## src/rtl/ptw_walker.sv

```systemverilog
// ptw_walker: two-level page-table walker with a per-level memory response timeout.
// Define PTW_SUPERPAGE_EN to treat a valid level-1 PTE with L set as a superpage leaf.
module ptw_walker #(
   parameter int unsigned TIMEOUT_CYCLES = 256
) (
   input  logic        clk,
   input  logic        rst_n,
   input  logic        ptw_req_valid_i,
   output logic        ptw_req_ready_o,
   input  logic [31:0] ptw_vaddr_i,
   input  logic [19:0] ptbr_i,
   output logic        ptw_resp_valid_o,
   input  logic        ptw_resp_ready_i,
   output logic [31:0] ptw_pte_o,
   output logic        mem_req_valid_o,
   input  logic        mem_req_ready_i,
   output logic [31:0] mem_addr_o,
   input  logic        mem_resp_valid_i,
   output logic        mem_resp_ready_o,
   input  logic [31:0] mem_rdata_i
);
   typedef enum logic [2:0] {IDLE, L1_REQ, L1_WAIT, L0_REQ, L0_WAIT, RESP} state_e;
   state_e      state_q, state_d;
   logic [19:0] vpn_q, vpn_d, ptbr_q, ptbr_d, pte1_q, pte1_d;
   logic [31:0] res_q, res_d;
   logic [15:0] cnt_q, cnt_d;
   logic        waiting, expired, unused_ok;
   assign unused_ok        = ^ptw_vaddr_i[11:0];
   assign waiting          = state_q == L1_WAIT || state_q == L0_WAIT;
   assign expired          = cnt_q == 16'(TIMEOUT_CYCLES - 1);
   assign ptw_req_ready_o  = rst_n && state_q == IDLE;
   assign ptw_resp_valid_o = state_q == RESP;
   assign ptw_pte_o        = ptw_resp_valid_o ? res_q : 32'h0;
   assign mem_req_valid_o  = state_q == L1_REQ || state_q == L0_REQ;
   assign mem_resp_ready_o = waiting;
   assign mem_addr_o       = state_q == L1_REQ ? {ptbr_q, vpn_q[19:10], 2'b00} :
                             state_q == L0_REQ ? {pte1_q, vpn_q[9:0], 2'b00} : 32'h0;
   always_comb begin
      state_d = state_q;
      vpn_d   = vpn_q;
      ptbr_d  = ptbr_q;
      pte1_d  = pte1_q;
      res_d   = res_q;
      // Counter runs only while waiting, so it is zero on entry to each WAIT state
      cnt_d   = waiting ? cnt_q + 16'd1 : 16'd0;
      case (state_q)
         IDLE: if (ptw_req_valid_i) begin
            vpn_d   = ptw_vaddr_i[31:12];
            ptbr_d  = ptbr_i;
            state_d = L1_REQ;
         end
         L1_REQ: if (mem_req_ready_i) state_d = L1_WAIT;
         L1_WAIT: if (mem_resp_valid_i) begin
            pte1_d  = mem_rdata_i[31:12];
            res_d   = 32'h0;
            state_d = mem_rdata_i[0] ? L0_REQ : RESP;
`ifdef PTW_SUPERPAGE_EN
            if (mem_rdata_i[0] && mem_rdata_i[2]) begin
               res_d   = {mem_rdata_i[31:22], vpn_q[9:0], mem_rdata_i[11:0]};
               state_d = RESP;
            end
`endif
         end else if (expired) begin
            res_d   = 32'h0;
            state_d = RESP;
         end
         L0_REQ: if (mem_req_ready_i) state_d = L0_WAIT;
         L0_WAIT: if (mem_resp_valid_i || expired) begin
            res_d   = mem_resp_valid_i && mem_rdata_i[0] ? mem_rdata_i : 32'h0;
            state_d = RESP;
         end
         RESP: if (ptw_resp_ready_i) state_d = IDLE;
         default: state_d = IDLE;
      endcase
   end
   always_ff @(posedge clk or negedge rst_n) begin
      if (!rst_n) begin
         state_q <= IDLE;
         vpn_q   <= '0;
         ptbr_q  <= '0;
         pte1_q  <= '0;
         res_q   <= '0;
         cnt_q   <= '0;
      end else begin
         state_q <= state_d;
         vpn_q   <= vpn_d;
         ptbr_q  <= ptbr_d;
         pte1_q  <= pte1_d;
         res_q   <= res_d;
         cnt_q   <= cnt_d;
      end
   end
endmodule

```

## config.mk

```make
export PLATFORM = sky130hd
export DESIGN_NAME = ptw_walker
export DESIGN_NICKNAME = d
export VERILOG_FILES = /design/src/rtl/ptw_walker.sv
export SDC_FILE = /design/constraint.sdc
export NUM_CORES = 1
export LEC_CHECK = 0
export ABC_AREA = 1
export CAP_MARGIN = 15
export CELL_PAD_IN_SITES_DETAIL_PLACEMENT = 2
export CELL_PAD_IN_SITES_GLOBAL_PLACEMENT = 2
export CORE_MARGIN = 10
export CORE_UTILIZATION = 29
export DETAILED_ROUTE_END_ITERATION = 7
export MAX_ROUTING_LAYER = met4
export PLACE_DENSITY_LB_ADDON = 0.15
export SLEW_MARGIN = 10
export SYNTH_ARGS = -nofsm -noshare
export SYNTH_HDL_FRONTEND = slang
export SYNTH_SLANG_ARGS = --single-unit
```

## constraint.sdc

```tcl
create_clock -name clk -period 3.5 [get_ports clk]
set_input_delay 0.35 -clock clk [delete_from_list [all_inputs] [get_ports clk]]
set_output_delay 0.35 -clock clk [all_outputs]
set_load 0.02 [all_outputs]
```

# --- After elaboration in Yosys (flattened, before gate mapping) ---
# Cells that the tools add are included.
word_totals:
  ff_bits: 111
  input_bits: 90
  out_inout_bits: 68
  word_cells: 48
classes:
  add_sub_neg: 1
  n_eq_ne: 12
  n_mux: 18
  n_reduce_logical: 11
op_table:
  columns: ["op", "n"]
  rows:
  - ["$mux W32", 7]
  - ["$pmux W32 S2", 1]
  - ["$mux W3", 8]
  - ["$pmux W3 S6", 1]
  - ["$add A16 B1 Y16 const B", 1]
  - ["$eq A16 B8 Y1 const B", 1]
  - ["$mux W16", 1]
  - ["$eq A3 B2 Y1 const B", 2]
  - ["$eq A3 B3 Y1 const B", 2]
  - ["$ne A2 B2 Y1 const B", 3]
  - ["$reduce_and A6 Y1", 1]
  - ["$ne A2 B1 Y1 const B", 2]
  - ["$reduce_and A2 Y1", 2]
  - ["$eq A3 B1 Y1 const B", 1]
  - ["$logic_not A3 Y1", 1]
  - ["$logic_or A1 B1 Y1", 3]
  - ["$ne A3 B3 Y1 const B", 1]
  - ["$reduce_and A3 Y1", 1]
  - ["$logic_and A1 B1 Y1", 2]
  - ["$reduce_bool A2 Y1", 1]

# --- Longest topological paths before layout ---
# Gate-level depths: netlist of the first run.
logic_depth:
  depth_word: 4
  mapped_depth: 11

# --- Least setup slack after synthesis of the first run ---
# OpenSTA, ideal clock, no wires.
synth_path:
  kind: "register -> output"
  start: "register state_q[0]"
  end: "output port ptw_pte_o[10]"
  arrival_time_ns: 1.553
  setup_slack_ns: 1.597
  path_stages_with_launch: 7
  cell_sequence: "dfrtp_1 > buf_2 > inv_2 > nor3_2 > inv_2 > clkbuf_1 > nor2_1"
synth_via:
  elab_chain_len: 2
synth_rtl:
  columns: ["item", "line_no", "rtl"]
  rows:
  - ["start: declaration", "23", "state_e state_q, state_d;"]
  - ["start signal: assignment", "85", "state_q <= state_d;"]
  - ["$eq A3 B3 Y1", "32", "assign ptw_resp_valid_o = state_q == RESP;"]
  - ["net ptw_resp_valid_o", "12", "output logic ptw_resp_valid_o,"]
  - ["$mux W32", "33", "assign ptw_pte_o = ptw_resp_valid_o ? res_q : 32'h0;"]
  - ["end: declaration", "14", "output logic [31:0] ptw_pte_o,"]
# The timed path passes the listed nets, and every way through them passes these cells.

# --- Final worst setup path of the first run ---
layout_path:
  start: "register state_q[1]"
  end: "output port mem_addr_o[26]"
layout_via:
  elab_chain_len: 3
  elab_cells_between_ends: 4
  cone_classes: "eq/ne (2); mux (2)"
layout_rtl:
  columns: ["item", "line_no", "rtl"]
  rows:
  - ["$eq A3 B2 Y1", "37", "state_q == L0_REQ ? {pte1_q, vpn_q[9:0], 2'b00} : 32'h0;"]
  - ["$mux W32", "37", null]
  - ["$mux W32 (*)", "36", "assign mem_addr_o = state_q == L1_REQ ? {ptbr_q, vpn_q[19:10], 2'b00} :"]
  - ["end: declaration", "17", "output logic [31:0] mem_addr_o,"]
# Every way passes the cells marked *; elsewhere a longest branch is shown, timed or not.

==> results.md, run 1 <==
* CTS tree: yes
* Hold Buf Count CTS at 0
* Leading cell types by count after synthesis: 111 x dfrtp_1, 107 x nand2_1, 73 x nand3_1, 67 x inv_1, 59 x o21ai_1
* DR vias at around 4600
* Area share of the largest cell type after synthesis at 0.534
* Num CTS Buffers at 9
* Reg2reg path depth at 8
* Fmax at 0.331 GHz
* Mapped Cells at about 600
* R2R Setup Slk at 1.07 ns
* First-pass GRT wire length at around 30000 µm
* Pwr/cell area at between 700 and 800 nW/µm²
* Post-DP HPWL at between 10000 and 15000 µm
* Clock sink count at ~110
* Area share of xor/xnor cells in the synthesized design at 0.00168
* Worst Path Arrival at ~2.7 ns
* Final Hold Viols at 0
* Clock buffer depth at 2
* Wirelength per Cell at ~20 µm
* Status: complete, no violations
* Synth Area in Adders at 0.00240
* Dominant cells by area after synthesis: dfrtp_1 53%, mux2_1 8.7%, nand2_1 7.7%, nand3_1 7.0%, o21ai_1 5.7%
* Total leakage power at 3.19 nW
* Crit start category: flop
* Post-cts resize count at 0
* Final worst slack at around 0.48 ns
* Antenna-violating nets left at 0
* Compound-gate portion of the synthesized area at 0.0690
* Largest net degree at the start of global routing at between 60 and 70
* WS Path Type: reg -> out
* Port bufs at about 140
* RSZ-0062 raised after global routing: false
* Post-synthesis simple-gate area fraction at 0.221
* Die width at 154 µm
* H-tree Lvls at 3
* Core ar. at approximately 17000 µm²
* Post-DR vias/cell at roughly 4.8
* DP Area at about 6800 µm²
* Site row count at 48
* DRC violations left at 0
* IO Count at around 160
* DRT Pass-1 Iters at 4
* Switch share at 0.406
* Synth async-reset ratio at 1.00
* Skew-Pair Late Insertion Delay at 0.36 ns
* Min Tclk post-route at just over 3 ns
* Worst-path clk slew at 0.08 ns
* Initial detailed-routing violation count at about 250
* Switching pwr at between 0.002 and 0.0025 W
* Classification of the worst-slack hold path: in -> async
* CP max stage cell: clkdlybuf4s50_1
* Fin area at between 7000 and 8000 µm²
* Starting Density at 0.298
* Worst vdd ir at between 0.3 and 0.4 mV
* EDFF count, synth at 0
* Number of global-route vias before repair at approximately 5300
* Logic gate share of total power at 0.434
* Worst-Margin Slew at about 0.81 ns
* Final Cycle Share at 0.863
* Worst reg2reg path startpoint: state_q[1]
* Total GRT Usage at 0.161
* Die height at 154 µm
* Max Cap Violations at 0
* Internal power at 0.00325 W
* Top-count cell post-synth: dfrtp_1
* Area grow syn2layout at 37.1%
* DRT Wirelength at 18700 µm
* Gr ovfl total at 0
* Ant. Diodes at 0
* Area leader, netlist: dfrtp_1
* Synth warnings at 0
* Register area share after synthesis at 0.534
* Reg2reg end: res_q[21]
* Max-slew headroom at 0.457
* Setup crit end kind: primary output
* Crit Path Max Fanout at 32
* Final setup viols at 0
* Final #Nets at between 800 and 900
* Synthesized area at around 5200 µm²
* Sequential power share at 0.386
* Total die area at 23700 µm²
* DP Worst Slack at 0.776 ns
* Count of final max-slew check failures at 0
* Cell-by-cell trace of the critical path: inv_2 > nor2_4 > buf_4 > nand3_1 > nand2_1 > clkdlybuf4s50_1
* Main synth FF type: dfrtp_1
* Count of different cell masters after synthesis at 27
* Setup TNS at 0 ns
* Synth Register Bits at 111
* Final Skew at slightly above 0.009 ns
* Setup Buffers After CTS at 0
* Syn Area/Cell at a little under 9 µm²
* Critical Path Max Stage Delay at roughly 0.65 ns
* Proportion of synthesized area in mux cells at 0.0865
* Layout cells sized above 1 at 0.0574
* Initial antenna violation count at 0
* Main combinational cell family by area after synthesis: simple AND/OR/NAND/NOR gates
* Fin util at 0.408
* RD Place Congestion at approximately 0.8
* Clk pwr share at 0.180
* CTS root buffer: clkbuf_16
* WP data required at around 3.2 ns
-- placed cells by master (no fill, tap or decap) --
| cell type | n |
|---|---|
| nor3_2 | 1 |
| inv_6 | 1 |
| clkinv_4 | 1 |
| nor2_1 | 56 |
| nor2_2 | 2 |
| nor2_4 | 2 |
| buf_16 | 1 |
| o21ai_0 | 2 |
| clkbuf_16 | 9 |
| nand3_1 | 72 |
| nand2_1 | 107 |
| xor2_1 | 1 |
| nand2_2 | 1 |
| o21bai_1 | 1 |
| mux2_1 | 40 |
| conb_1 | 2 |
| nand3_2 | 1 |
| buf_4 | 10 |
| and3_1 | 1 |
| nand3b_1 | 1 |
| clkdlybuf4s50_1 | 142 |
| clkinvlp_4 | 2 |
| o211a_1 | 1 |
| inv_1 | 67 |
| dfrtp_1 | 111 |
| inv_2 | 8 |
| clkinv_2 | 3 |
| a31oi_1 | 1 |
| nor3_1 | 5 |
| ha_1 | 1 |
| nand4_1 | 14 |
| o21ai_1 | 59 |
| a21oi_1 | 6 |
-- sequential cells by signal, indices dropped and copies added, names as in the netlist --
register / flops
ptbr_q: 20
vpn_q: 20
pte1_q: 20
state_q: 3
cnt_q: 16
res_q: 32
-- cell families after synthesis --
| kind of cell | Yosys count |
|---|---|
| XOR/XNOR | 1 |
| AND/OR/NAND/NOR | 263 |
| multiplexers | 40 |
| AO/OA/AOI/OAI | 70 |
| flip-flops | 111 |
| buffers and inverters | 111 |
| other | 1 |
| adder cells (fa/ha/maj) | 1 |
-- area by class of cell --
class	instances	area, µm²
fillers	1929	10300
flip-flops and latches	111	2780
multi-input cells	377	2000
repair buffers	153	1520
inverters	75	282
well taps	225	282
clock buffers	9	225
clock inverters	7	47.5
-- critical path: cells and delay by family, from the launching register on --
family	cells	cell delay, ns
and+or+nand+nor	3	0.47
DFF	1	0.49
buffers and inverters	3	1.34
-- layer usage --
metal  track usage  vias to the layer above  share of wire  routed length (µm)
li1              -                     2178              -                   -
met4        0.0454                        0          0.012                 231
met1         0.197                     2302           0.45                8420
met2         0.266                       97           0.50                9340
met3        0.0293                       16          0.037                 694
met5             -                        -              0                   0
-- worst max path at each step --
| stage | startpoint | to | cells past startpoint |
|---|---|---|---|
| finish | state_q[1] | mem_addr_o[26] | 6 |
| CTS | state_q[1] | mem_addr_o[26] | 6 |
| detailed placement | state_q[1] | ptbr_q[18] | 3 |
| floorplan | state_q[0] | ptw_pte_o[10] | 6 |
| global route | state_q[1] | mem_addr_o[26] | 6 |
| global placement | state_q[1] | vpn_q[14] | 3 |
-- power by group through the flow --
stage	Clock [W]	Sequential, W	Combinational [W]
final	0.000987	0.00211	0.00237
after global routing	0.00108	0.00218	0.00264
after CTS	0.00102	0.00212	0.00241
after detailed placement	0	0.00214	0.00239
after global placement	0	0.00210	0.00230
after floorplan	0	0.00202	0.00145
-- through the flow --
| stage | total power, W | instances | hold WS, ns |
|---|---|---|---|
| detailed placement | 0.00453 | 940 | 0.461 |
| CTS | 0.00555 | 956 | 0.157 |
| finish | 0.00547 | 957 | 0.127 |
| global route | 0.00590 | 957 | 0.188 |
| floorplan | 0.00347 | 599 | 0.0544 |
| global placement | 0.00440 | 940 | 0.447 |
Power figures use the tool's default switching activity.
==> run 2, diff against run 1 <==
- CORE_UTILIZATION: 29 -> 39
- DONT_BUFFER_PORTS: not set -> 1
- SLEW_MARGIN: 10 -> 0
==> results.md, run 2 (synthesized netlist as in run 1, its figures left out) <==
* Setup TNS at 0 ns (unchanged)
* Final Cycle Share at 0.863 (about the same)
* Worst vdd ir at 0.334 mV (-12%)
* Crit path buf inv count at 2 (-1)
* Num CTS Buffers at 9 (unchanged)
* Post-DR vias/cell at 5.34 (+11%)
* Skew-Pair Late Insertion Delay at 0.35 ns (about the same)
* Ant. Diodes at 0 (unchanged)
* Setup Buffers After CTS at 0 (unchanged)
* DP Area at 5330 µm² (-22%)
* Crit Path Max Fanout at 32 (unchanged)
* Max Cap Violations at 0 (unchanged)
* First-pass GRT wire length at 25100 µm (-16%)
* DR WL met2 at 8380 µm (-10%)
* DR WL met3 at 565 µm (-19%)
* Final Hold Viols at 0 (unchanged)
* Post-route insts no fill at 764 (-20%)
* Total GRT Usage at 0.177 (+0.0163)
* Max-slew headroom at 0.320 (-0.138)
* CTS tree: yes
* Port bufs at 0 (-100%)
* Critical Path Max Stage Delay at 0.73 ns (+0.08 ns)
* Site row count at 42 (-13%)
* Most frequent cells in the layout: 111 x dfrtp_1, 107 x nand2_1, 72 x nand3_1, 67 x inv_1, 59 x o21ai_1
* DR vias at 4080 (-11%)
* Most used cell, CP: inv_2
* DRC violations left at 0 (unchanged)
* Worst Path Arrival at 2.67 ns (about the same)
* RSZ-0062 raised after global routing: false
* H-tree Lvls at 3 (unchanged)
* Max reg flops at 32 (unchanged)
* Count of final max-slew check failures at 0 (unchanged)
* Fin area at 5650 µm² (-21%)
* Largest net degree at the start of global routing at 112 (+84%)
* Post-cts resize count at 0 (unchanged)
* Cell-by-cell trace of the critical path: inv_2 > nor3_2 > inv_2 > nor2_1
* Starting Density at 0.396 (+0.0984)
* Hold Buf Count CTS at 2 (+2)
* Pwr/cell area at 870 nW/µm² (+13%)
* Area grow syn2layout at 8.60%
* CP max stage cell: dfrtp_1
* Classification of the worst-slack hold path: in -> reg
* Antenna-violating nets left at 0 (unchanged)
* Die width at 136 µm (-12%)
* CTS root buffer: clkbuf_16
* Final Skew at 0.00706 ns (-0.00206 ns)
* IO Count at 158 (unchanged)
* WS Path Type: reg -> out
* DRT Pass-1 Iters at 4 (unchanged)
* Worst-path clk slew at 0.07 ns (about the same)
* Total die area at 18400 µm² (-23%)
* Post-DP HPWL at 11600 µm (-14%)
* Crit start category: flop
* Worst-Margin Slew at 1.02 ns (+0.203 ns)
* Final #Nets at 674 (-18%)
* Wl on met1 at 6860 µm (-19%)
* Fmax at 0.331 GHz (about the same)
* Min Tclk post-route at 3.02 ns (-0.00172 ns)
* Fin util at 0.430 (+0.0221)
* Initial detailed-routing violation count at 249 (-1.2%)
* WP data required at 3.15 ns (about the same)
* DR top layer: met4
* Status: complete, no violations
* Post-Place Cells at 746 (-21%)
* Initial antenna violation count at 0 (unchanged)
* Core ar. at 13100 µm² (-25%)
* Commonest non-fill, non-tap cell in the layout: dfrtp_1
* Clock sink count at 111 (unchanged)
* Layout cells sized above 1 at 0.0646 (+0.00725)
* Most flops, register: res_q
* Die height at 136 µm (-12%)
* Delay-heaviest family, CP: simple AND/OR/NAND/NOR gates
* RD Place Congestion at 0.782 (-2.0%)
* Setup crit end kind: primary output
* Total leakage power at 2.65 nW (-17%)
* Final setup viols at 0 (unchanged)
* Clock buffer depth at 2 (unchanged)
* DRT Wirelength at 16000 µm (-14%)
* Wirelength per Cell at 21.0 µm (+7.4%)
* Total power at 0.00492 W (-10%)
* Gr ovfl total at 0 (unchanged)
* Number of global-route vias before repair at 4535 (-14%)
run 2: per-stage QoR:
step	setup WS [ns]	hold WS, ns
2_1_floorplan	1.60	0.0544
3_3_place_gp	0.917	0.0602
3_5_place_dp	0.793	0.0599
4_1_cts	0.408	0.118
5_1_grt	0.313	0.117
6_report	0.480	0.129
run 2: per-layer routing:
layer | GRT usage | vias up
met5 | - | -
met4 | 0.0508 | 0
met3 | 0.0308 | 15
met2 | 0.307 | 75
met1 | 0.206 | 2097
li1 | - | 1893
run 2: area by class of cell:
class	count	area (µm²)
multi-input cells	377	2000
inverters	75	282
well taps	176	220
clock buffers	12	256
flip-flops and latches	111	2780
repair buffers	9	90.1
clock inverters	4	30.0
fillers	1445	7480
run 2: where the power goes:
| part | internal [W] | total, W | switching (W) | leakage, nW |
|---|---|---|---|---|
| clock | 0.000524 | 0.000994 | 0.000470 | 0.139 |
| sequential | 0.00181 | 0.00214 | 0.000338 | 1.42 |
| combinational | 0.000520 | 0.00178 | 0.00126 | 1.10 |
run 2: worst paths after layout:
kind	endpoint	cells after the start	startpoint	slack, ns
hold / removal	ptbr_q[12]	1	ptbr_i[12]	0.13
min in group asynchronous	res_q[14]	2	rst_n	0.62
setup reg to reg	res_q[21]	7	state_q[0]	0.91
setup / recovery	ptw_pte_o[4]	4	state_q[0]	0.48
max in group asynchronous	cnt_q[9]	2	rst_n	2.42
hold reg to reg	cnt_q[0]	1	cnt_q[0]	0.47
==> run 3, diff against run 2 <==
- CORE_ASPECT_RATIO: not set -> 1.5
- PLACE_DENSITY: not set -> 0.93
- PLACE_DENSITY_LB_ADDON: 0.15 -> not set
- RECOVER_POWER: not set -> 25
==> results.md, run 3 (synthesized netlist as in run 1, its figures left out) <==
* Skew-Pair Late Insertion Delay at 0.35 ns (about the same)
* Status: finished, violations left
* Initial antenna violation count at 3 (+3)
* Switch share at 0.434 (+0.0129)
* Worst Path Arrival at 2.86 ns (+0.19 ns)
* Largest net degree at the start of global routing at 112 (unchanged)
* Setup Buffers After CTS at 0 (unchanged)
* Antenna-violating nets left at 0 (unchanged)
* CTS root buffer: clkbuf_16
* Logic gate share of total power at 0.367 (+0.005)
* Switching pwr at 0.00216 W (+4.2%)
* Sequential power share at 0.435 (about the same)
* Setup crit end kind: primary output
* Most used cell, CP: inv_2
* RSZ-0062 raised after global routing: false
* Worst-Margin Slew at 2.48 ns (+1.46 ns)
* Starting Density at 0.400 (+0.00366)
* DRT Wirelength at 17500 µm (+9.0%)
* Post-DP HPWL at 12900 µm (+11%)
* Initial detailed-routing violation count at 145 (-42%)
* Cell-by-cell trace of the critical path: inv_2 > nor3_2 > inv_2 > nor2_1
* Failing checks: max-capacitance violations, max-slew violations
* Setup TNS at 0 ns (unchanged)
* Classification of the worst-slack hold path: in -> reg
* Crit start category: flop
* Wirelength per Cell at 23.1 µm (+10%)
* Clock buffer depth at 2 (unchanged)
* H-tree Lvls at 3 (unchanged)
* WHS at 0.129 ns (+0.000670 ns)
* Total leakage power at 2.68 nW (+1.1%)
* Gr ovfl total at 0 (unchanged)
* DRC violations left at 0 (unchanged)
* Total die area at 18500 µm² (+0.51%)
* Fmax at 0.312 GHz (-5.8%)
* Most flops, register: res_q
* Crit Path Max Fanout at 32 (unchanged)
* Max Cap Violations at 1 (+1)
* CP max stage cell: dfrtp_1
* DRT Pass-1 Iters at 4 (unchanged)
* Total GRT Usage at 0.194 (+0.0173)
* WP data required at 3.15 ns (about the same)
* Layout cells sized above 1 at 0.0758 (+0.0111)
* Port bufs at 0 (unchanged)
* Max-slew headroom at -0.654 (-0.974)
* Min Tclk post-route at 3.21 ns (+0.187 ns)
* Final Hold Viols at 0 (unchanged)
* Number of global-route vias before repair at 4908 (+8.2%)
* Final #Nets at 680 (+0.89%)
* Worst-path clk slew at 0.08 ns (about the same)
* First-pass GRT wire length at 27600 µm (+10%)
* CTS tree: yes
* Final Skew at 0.0100 ns (+0.00298 ns)
* DR vias at 4208 (+3.1%)
* Final Cycle Share at 0.916 (+0.0533)
* Core ar. at 13000 µm² (-0.91%)
* Commonest non-fill, non-tap cell in the layout: dfrtp_1
* Max reg flops at 32 (unchanged)
* Site row count at 51 (+21%)
* Final setup viols at 0 (unchanged)
* Fin area at 5660 µm² (+0.18%)
* IO Count at 158 (unchanged)
* Area grow syn2layout at 8.80%
* Num CTS Buffers at 9 (unchanged)
* Delay-heaviest family, CP: simple AND/OR/NAND/NOR gates
* Internal power at 0.00282 W (-1.2%)
* DP Area at 5360 µm² (+0.54%)
* Most frequent cells in the layout: 111 x dfrtp_1, 107 x nand2_1, 72 x nand3_1, 67 x inv_1, 59 x o21ai_1
* Die width at 114 µm (-16%)
* Post-DR vias/cell at 5.57 (+4.2%)
* RD Place Congestion at 0.787 (+0.66%)
* WS Path Type: reg -> out
* Crit path buf inv count at 2 (unchanged)
* Pwr/cell area at 878 nW/µm² (+0.89%)
* Count of final max-slew check failures at 112 (+112)
* Clock sink count at 111 (unchanged)
* Clk pwr share at 0.198 (-0.004)
* Worst vdd ir at 0.369 mV (+10%)
* Critical Path Max Stage Delay at 0.80 ns (+0.07 ns)
* Die height at 162 µm (+19%)
## run 3: cell types whose count changed in the layout (fill, tap and decap cells not counted), sizes merged
cell,previous run,this run
buf,8,14
clkbuf,12,9
diode,0,3
clkinv,3,5
inv,75,77
clkinvlp,1,0
## run 3: worst paths after layout
| path | start | slack [ns] | end | depth (start not counted) |
|---|---|---|---|---|
| max | state_q[0] | 0.29 | ptw_pte_o[18] | 4 |
| min | ptw_vaddr_i[14] | 0.13 | vpn_q[2] | 1 |
| max reg2reg | state_q[0] | 0.96 | res_q[22] | 3 |
| min reg2reg | cnt_q[0] | 0.46 | cnt_q[0] | 1 |
| max in group asynchronous | rst_n | 0.66 | pte1_q[19] | 2 |
| min in group asynchronous | rst_n | 1.40 | pte1_q[15] | 2 |
## run 3: repair_timing
item / CTS / global route
hold buffers: 2 / 0
hold endpoints to repair: 111 / 0
gates resized for setup: 0 / 0
## run 3: layout make-up
| class | count | area [µm²] |
|---|---|---|
| antenna | 3 | 7.51 |
| clock buffer | 9 | 225 |
| clock inverter | 7 | 57.6 |
| fill | 1446 | 7350 |
| inverter | 75 | 282 |
| multi-input combinational | 377 | 2000 |
| sequential | 111 | 2780 |
| tap | 159 | 199 |
| timing repair buffer | 15 | 113 |
## run 3: worst register-to-register path, delay by kind of cell, from the launching register on
family | cells | cell delay (ns)
simple gates | 2 | 1.30
flops | 1 | 0.65
compound gates | 1 | 0.49
## run 3: power groups by stage
stage | Combinational, W | Sequential (W) | Clock [W]
floorplan | 0.00145 | 0.00202 | 0
global placement | 0.00168 | 0.00212 | 0
detailed placement | 0.00184 | 0.00219 | 0
CTS | 0.00188 | 0.00217 | 0.00101
global route | 0.00204 | 0.00223 | 0.00107
finish | 0.00182 | 0.00217 | 0.000983
## run 3: routing by layer
layer,share of wire,vias to the layer above,track usage,wire (µm)
met5,0,-,-,0
met4,0.029,0,0.0749,514
met3,0.044,30,0.0423,773
met2,0.57,105,0.349,9880
met1,0.36,2158,0.200,6290
li1,-,1915,-,-
## run 3: stage by stage
| stage | setup WS (ns) | cells | utilization | power [W] |
|---|---|---|---|---|
| detailed placement | 0.648 | 735 | 0.412 | 0.00403 |
| global placement | 0.824 | 735 | 0.412 | 0.00380 |
| floorplan | 1.60 | 599 | - | 0.00347 |
| finish | 0.293 | 756 | 0.435 | 0.00497 |
| global route | 0.116 | 756 | 0.435 | 0.00534 |
| CTS | 0.279 | 753 | 0.436 | 0.00506 |
